[src/rtl/mem_req_arbiter.sv]
// Shares one RAM port between instruction fetches and data accesses.
// Data has priority, a starvation limit lets a waiting fetch through, and a timeout aborts stuck accesses.
module mem_req_arbiter #(
  parameter int DATA_W       = 32,
  parameter int STARVE_LIMIT = 4,
  parameter int TIMEOUT      = 255,
  parameter int CNT_W        = 16
) (
  input  logic              CLK,
  input  logic              nRST,
  input  logic              iREN,
  input  logic [DATA_W-1:0] iaddr,
  output logic [DATA_W-1:0] iload,
  output logic              iwait,
  input  logic              dREN,
  input  logic              dWEN,
  input  logic [DATA_W-1:0] daddr,
  input  logic [DATA_W-1:0] dstore,
  output logic [DATA_W-1:0] dload,
  output logic              dwait,
  output logic              ram_ren,
  output logic              ram_wen,
  output logic [DATA_W-1:0] ram_addr,
  output logic [DATA_W-1:0] ram_store,
  input  logic [DATA_W-1:0] ram_load,
  input  logic              ram_ready,
  output logic              bus_err,
  output logic [CNT_W-1:0]  igrant_cnt,
  output logic [CNT_W-1:0]  dgrant_cnt
);

  localparam int SW = $clog2(STARVE_LIMIT + 2);
  localparam int TW = $clog2(TIMEOUT + 1);
  localparam logic [DATA_W-1:0] BAD_WORD = DATA_W'(32'hBAD0BAD0);

  typedef enum logic [2:0] {
    S_IDLE,
    S_IACC,
    S_DREAD,
    S_DWRITE,
    S_TURN
  } state_t;

  state_t             state_q;
  logic               ram_ren_q;
  logic               ram_wen_q;
  logic [DATA_W-1:0]  ram_addr_q;
  logic [DATA_W-1:0]  ram_store_q;
  logic               bus_err_q;
  logic [CNT_W-1:0]   igrant_cnt_q;
  logic [CNT_W-1:0]   dgrant_cnt_q;
  logic [SW-1:0]      starve_q;
  logic [TW-1:0]      to_cnt_q;

  logic [CNT_W-1:0]   igrant_cnt_d;
  logic [CNT_W-1:0]   dgrant_cnt_d;
  logic [SW-1:0]      starve_d;
  logic               fetch_wins;
  logic               in_acc;
  logic               to_hit;
  logic               acc_done;
  logic               owner_req;
  logic               done_pulse;
  logic [DATA_W-1:0]  load_val;

  always_comb begin
    igrant_cnt_d = (igrant_cnt_q == '1) ? igrant_cnt_q : igrant_cnt_q + 1'b1;
    dgrant_cnt_d = (dgrant_cnt_q == '1) ? dgrant_cnt_q : dgrant_cnt_q + 1'b1;
    // A data grant only ages the starve count while a fetch is actually waiting.
    starve_d     = iREN ? starve_q + 1'b1 : '0;
    fetch_wins   = iREN && (starve_q == SW'(STARVE_LIMIT));
  end

  always_comb begin
    in_acc    = (state_q == S_IACC) || (state_q == S_DREAD) || (state_q == S_DWRITE);
    to_hit    = in_acc && !ram_ready && (to_cnt_q == TW'(TIMEOUT - 1));
    acc_done  = in_acc && (ram_ready || to_hit);
    owner_req = 1'b0;
    case (state_q)
      S_IACC:   owner_req = iREN;
      S_DREAD:  owner_req = dREN;
      S_DWRITE: owner_req = dWEN;
      default:  owner_req = 1'b0;
    endcase
    // A requester that let go mid-access gets no completion pulse.
    done_pulse = acc_done && owner_req;
    if (to_hit)
      load_val = BAD_WORD;
    else if (state_q == S_DWRITE)
      load_val = '0;
    else
      load_val = ram_load;
    iwait = !(done_pulse && (state_q == S_IACC));
    dwait = !(done_pulse && (state_q != S_IACC));
    iload = iwait ? '0 : load_val;
    dload = dwait ? '0 : load_val;
  end

  always_ff @(posedge CLK or negedge nRST) begin
    if (!nRST) begin
      state_q      <= S_IDLE;
      ram_ren_q    <= 1'b0;
      ram_wen_q    <= 1'b0;
      ram_addr_q   <= '0;
      ram_store_q  <= '0;
      bus_err_q    <= 1'b0;
      igrant_cnt_q <= '0;
      dgrant_cnt_q <= '0;
      starve_q     <= '0;
      to_cnt_q     <= '0;
    end else begin
      case (state_q)
        S_IDLE: begin
          if (fetch_wins || (iREN && !dWEN && !dREN)) begin
            state_q      <= S_IACC;
            ram_ren_q    <= 1'b1;
            ram_addr_q   <= iaddr;
            starve_q     <= '0;
            igrant_cnt_q <= igrant_cnt_d;
          end else if (dWEN) begin
            state_q      <= S_DWRITE;
            ram_wen_q    <= 1'b1;
            ram_addr_q   <= daddr;
            ram_store_q  <= dstore;
            starve_q     <= starve_d;
            dgrant_cnt_q <= dgrant_cnt_d;
          end else if (dREN) begin
            state_q      <= S_DREAD;
            ram_ren_q    <= 1'b1;
            ram_addr_q   <= daddr;
            starve_q     <= starve_d;
            dgrant_cnt_q <= dgrant_cnt_d;
          end
        end
        S_IACC, S_DREAD, S_DWRITE: begin
          if (acc_done) begin
            state_q   <= S_TURN;
            ram_ren_q <= 1'b0;
            ram_wen_q <= 1'b0;
            to_cnt_q  <= '0;
            if (to_hit)
              bus_err_q <= 1'b1;
          end else begin
            to_cnt_q <= to_cnt_q + 1'b1;
          end
        end
        S_TURN:  state_q <= S_IDLE;
        default: state_q <= S_IDLE;
      endcase
    end
  end

  assign ram_ren    = ram_ren_q;
  assign ram_wen    = ram_wen_q;
  assign ram_addr   = ram_addr_q;
  assign ram_store  = ram_store_q;
  assign bus_err    = bus_err_q;
  assign igrant_cnt = igrant_cnt_q;
  assign dgrant_cnt = dgrant_cnt_q;

endmodule

[config.mk]
export PLATFORM = sky130hd
export DESIGN_NAME = mem_req_arbiter
export DESIGN_NICKNAME = d
export VERILOG_FILES = /design/src/rtl/mem_req_arbiter.sv
export SDC_FILE = /design/constraint.sdc
export NUM_CORES = 1
export LEC_CHECK = 0
export CAP_MARGIN = 0
export CELL_PAD_IN_SITES_DETAIL_PLACEMENT = 0
export CELL_PAD_IN_SITES_GLOBAL_PLACEMENT = 1
export CORE_AREA = 4 4 124 173
export CTS_BUF_LIST = sky130_fd_sc_hd__clkbuf_16
export DETAILED_ROUTE_END_ITERATION = 7
export DIE_AREA = 0 0 128 177
export PLACE_DENSITY_LB_ADDON = 0.25
export SLEW_MARGIN = 20
export SYNTH_ARGS = -nofsm -noshare
export SYNTH_HDL_FRONTEND = slang
export SYNTH_SLANG_ARGS = --single-unit
[constraint.sdc]
create_clock -name CLK -period 2.3 [get_ports CLK]
set_input_delay 0.46 -clock CLK [delete_from_list [all_inputs] [get_ports CLK]]
set_output_delay 0.46 -clock CLK [all_outputs]
set_load 0.01 [all_outputs]
==> run summary <==
In this run the critical register-to-register path is launched from state_q[0]. The run gives 4 as the detailed-router iteration count before antenna repair. The run gives 0 as the number of nets with antenna violations after routing.

For this run, the post-layout net count is 1057. Cells with a size suffix above 1 make up 29.5% of the layout. Setup repair after global routing could not meet its margin everywhere.

Counting flops with a built-in enable in the synthesized netlist gives 0. The smallest clock period supported by the final layout is computed as 2.66 ns. The sum of routed wire length over all layers is 19.3 mm, and the number of placement rows is 61.

Across the VDD grid, the largest voltage drop is 0.000674 V. STA puts the critical path data required time at 1.84 ns. For the area of the core, the log shows 19800 sq um. During synthesis, Yosys emitted a total of 0 warnings. The largest net degree at the start of global routing was 68; the logic depth of the worst register-to-register path was 6.

Clock tree synthesis selected as its root buffer the cell sky130_fd_sc_hd__clkbuf_16. In the routed layout, each cell is associated on average with a via count of 4.75. The initial utilization of the core area, before any placement, comes to 28.6%. On the final layout, the worst hold slack is 0.0303 ns. The number of global-route vias before repair is 5935, and the utilization after layout is 51.7%. The sequential cell area came out at 2830 sq um. Summed over all cells, the static leakage comes to 4.72 nW.

Sorting the synthesized cells by area gives the leading types as sky130_fd_sc_hd__dfrtp_1 50%, sky130_fd_sc_hd__mux2_2 7.0%, sky130_fd_sc_hd__a21oi_1 6.0%. The number of hold buffers added after CTS was 0; the number of nets in the synthesized netlist was 687. The worst register-to-register path has a setup slack of 0.16 ns. The worst register-to-register path ends at igrant_cnt[1].

In this run the worst path has a maximum fanout of 4. The die span in y came out at 177 microns. The run gives 547 as the synthesized instance count.

The final routed DRC violation total was 0. Number of setup violations in the final report: 66. The final weighted congestion in routability-driven placement was 0.946.

The run gives -13.38 ns as the setup TNS. For the relative max-transition margin, the log shows 64.0%. Among all flip-flop cells after synthesis, the most frequent one is sky130_fd_sc_hd__dfrtp_1. The cell repeated most along the worst path is sky130_fd_sc_hd__buf_6. Summed over its instances, the top area cell type makes up 49.9% of the synthesized netlist area. Count of placed standard cells in the final layout, fillers left out: 1182. The logs give 4 for the deepest level of the CTS H-tree and 0 for the diode insertion count for antenna repair.

The logs give 9410 sq um for the post-detailed-placement cell area and 5670 sq um for the summed instance area of the synthesized netlist. TritonCTS built the clock tree. Clock-pin slew was measured on the worst setup and hold paths at 0.06 ns. Together, buffers and inverters on the worst path number 5.

The critical path starts at to_cnt_q[0]. Counting instances in the post-synthesis netlist gives the leading cell types as 113 x sky130_fd_sc_hd__dfrtp_1, 68 x sky130_fd_sc_hd__a21oi_1, 48 x sky130_fd_sc_hd__nor2_1. For the minimum setup slack in the final design, the log shows -0.364 ns. The slowest stage of the critical path belongs to the cell sky130_fd_sc_hd__dfrtp_1. The run finished, with violations left.

CTS sink count: 113. The share of the yosys chip area belonging to registers is 49.9%. The tools report the data arrival time of the critical path as 2.20 ns. Type of destination of the critical path: an output port. Buffers inserted during clock tree synthesis total 17. The checks that failed: negative setup slack.

From synthesis to final layout, the design area changed by 80.9%. Averaged over all synthesized cells, the footprint is 10.4 sq um. The hold violation count in the final report is 0, and the final standard cell area without fillers is 10300 sq um.

The critical path goes through inv_1, ha_2, nand3_4, o21ba_4, nor4_4, buf_4, buf_6, buf_6, and3_4, buf_6. The filler cells instantiated in the layout total 1850. The multi-input combinational cells in the finished layout cover a total of 2860 sq um. Across every metal layer, demand over resource in global routing totals 16.4%. The clock arrives with 0.0101 ns of skew. The type of the worst min-delay path was in2async.

The longest individual stage delay on the worst path works out to 0.37 ns. The count of final max-slew check failures is 0, and the die outline area is 22700 sq um. The tools report the initial antenna violation count as 0. Most area-hungry cell type in the Yosys netlist: sky130_fd_sc_hd__dfrtp_1. The design draws 10.9 mW.

The die width came out at 128 microns. Counting tap cells, the placed design contains a total of 1124 instances. The run gives 299 as the number of primary I/O pins. The worst setup path is launched from a register. Power per standard cell area: 1060 nW/um^2.

The critical path is of the reg2out type. The count of unique library cells instantiated by Yosys came out at 49. The first global-routing pass estimated 29.9 mm of wire.

Once detailed placement completed, the half-perimeter wirelength came to 14.5 mm. The number of DRC markers in iteration 0 is 96. Across the run, the number of max-cap violations was 0.

The count of buffers added on input and output ports is 298. After global routing the overflow that remains totals 0. The clock latency at the later pin of the worst-skew pair was 0.41 ns; the transition time at the pin with the least slew margin was 0.541 ns.

In the final routed layout, each cell accounts on average for 16.3 microns. For this run, asynchronously set or reset flops after synthesis account for 100%. The via total after detailed routing was 5614; the final cycle utilization of the critical path was 116%. The deepest clock path buffer count is 2, and the synthesis-stage register bit count is 113. The placement-stage worst setup slack is -0.540 ns. The family of cells with the greatest summed delay on the critical path is buffers and inverters. Yosys instantiated no cell more often than sky130_fd_sc_hd__dfrtp_1. For this run, the top clock speed supported by timing is 0.375 GHz.
==> report_power, final <==
part | internal (mW) | switching, mW
registers | 2.79 | 0.541
clock network | 1.82 | 0.983
logic | 2.63 | 2.11
==> worst max-delay path by stage <==
stage | end | slack, ns | depth (start not counted)
4_1_cts | iload[17] | -0.54 | 8
5_1_grt | dload[19] | -0.48 | 10
6_report | dload[18] | -0.36 | 10
3_3_place_gp | iload[31] | -0.47 | 7
2_1_floorplan | iload[23] | -0.04 | 9
3_5_place_dp | iload[25] | -0.54 | 7
==> what timing repair did <==
action,in CTS,in global routing
setup endpoints to repair,66,66
cloned,1,3
setup buffers,11,11
pin swaps,6,3
resized for setup,141,155
==> cell type report <==
cell class	count	share of cell area [%]
clock buffers	17	4.15
clock inverters	15	2.01
inverters	14	0.513
multi-input cells	387	27.9
flip-flops and latches	113	27.6
well taps	252	3.08
repair buffers	384	34.8
==> logic make-up after synthesis <==
logic type | Yosys count | share of synthesized area (%)
xor gates and xnor gates | 35 | 5.41
AOI/OAI and AO/OA | 95 | 9.82
adders and majority gates | 6 | 1.32
and+or+nand+nor | 183 | 17.1
buffers and inverters | 47 | 3.73
muxes | 68 | 12.8
DFF | 113 | 49.9
==> layer usage <==
| layer | vias to the layer above | GRT usage, % | share of wire (%) |
|---|---|---|---|
| li1 | 2685 | - | - |
| met1 | 2671 | 16.3 | 35 |
| met2 | 222 | 31.1 | 54 |
| met3 | 36 | 5.13 | 7.5 |
| met4 | 0 | 6.68 | 3.2 |
| met5 | - | 0 | 0 |
==> state kept, by name, summed over array words and instances (netlist names) <==
register    cells
dgrant_cnt     16
ram_addr       32
state_q         3
igrant_cnt     16
ram_store      32
to_cnt_q        8
starve_q        3
bus_err         1
ram_ren         1
ram_wen         1
==> cell usage in the layout, fill, tap and decap left out, types with 8 or more instances in the layout <==
cell type / instances
sky130_fd_sc_hd__nor3_1: 8
sky130_fd_sc_hd__nor4_1: 12
sky130_fd_sc_hd__buf_2: 40
sky130_fd_sc_hd__clkdlybuf4s50_1: 231
sky130_fd_sc_hd__clkbuf_16: 19
sky130_fd_sc_hd__buf_4: 63
sky130_fd_sc_hd__clkbuf_2: 16
sky130_fd_sc_hd__buf_6: 20
sky130_fd_sc_hd__buf_12: 10
sky130_fd_sc_hd__mux2i_1: 33
sky130_fd_sc_hd__nand3_1: 12
sky130_fd_sc_hd__xnor2_1: 12
sky130_fd_sc_hd__nand2_1: 34
sky130_fd_sc_hd__and3_4: 10
sky130_fd_sc_hd__a21oi_1: 43
sky130_fd_sc_hd__xor2_1: 23
sky130_fd_sc_hd__dfrtp_1: 113
sky130_fd_sc_hd__a21oi_2: 25
sky130_fd_sc_hd__nand4_1: 8
sky130_fd_sc_hd__mux2_2: 35
sky130_fd_sc_hd__inv_1: 13
sky130_fd_sc_hd__and3_1: 25
sky130_fd_sc_hd__nor2_1: 47
==> worst register-to-register path, stage by stage (launching register included) <==
cell	delay [ns]
sky130_fd_sc_hd__dfrtp_1	0.43
sky130_fd_sc_hd__buf_4	0.17
sky130_fd_sc_hd__or4b_1	0.58
sky130_fd_sc_hd__nand2b_4	0.19
sky130_fd_sc_hd__buf_12	0.13
sky130_fd_sc_hd__nor2_1	0.18
sky130_fd_sc_hd__mux2_2	0.35
Power figures use the tool's default switching activity.
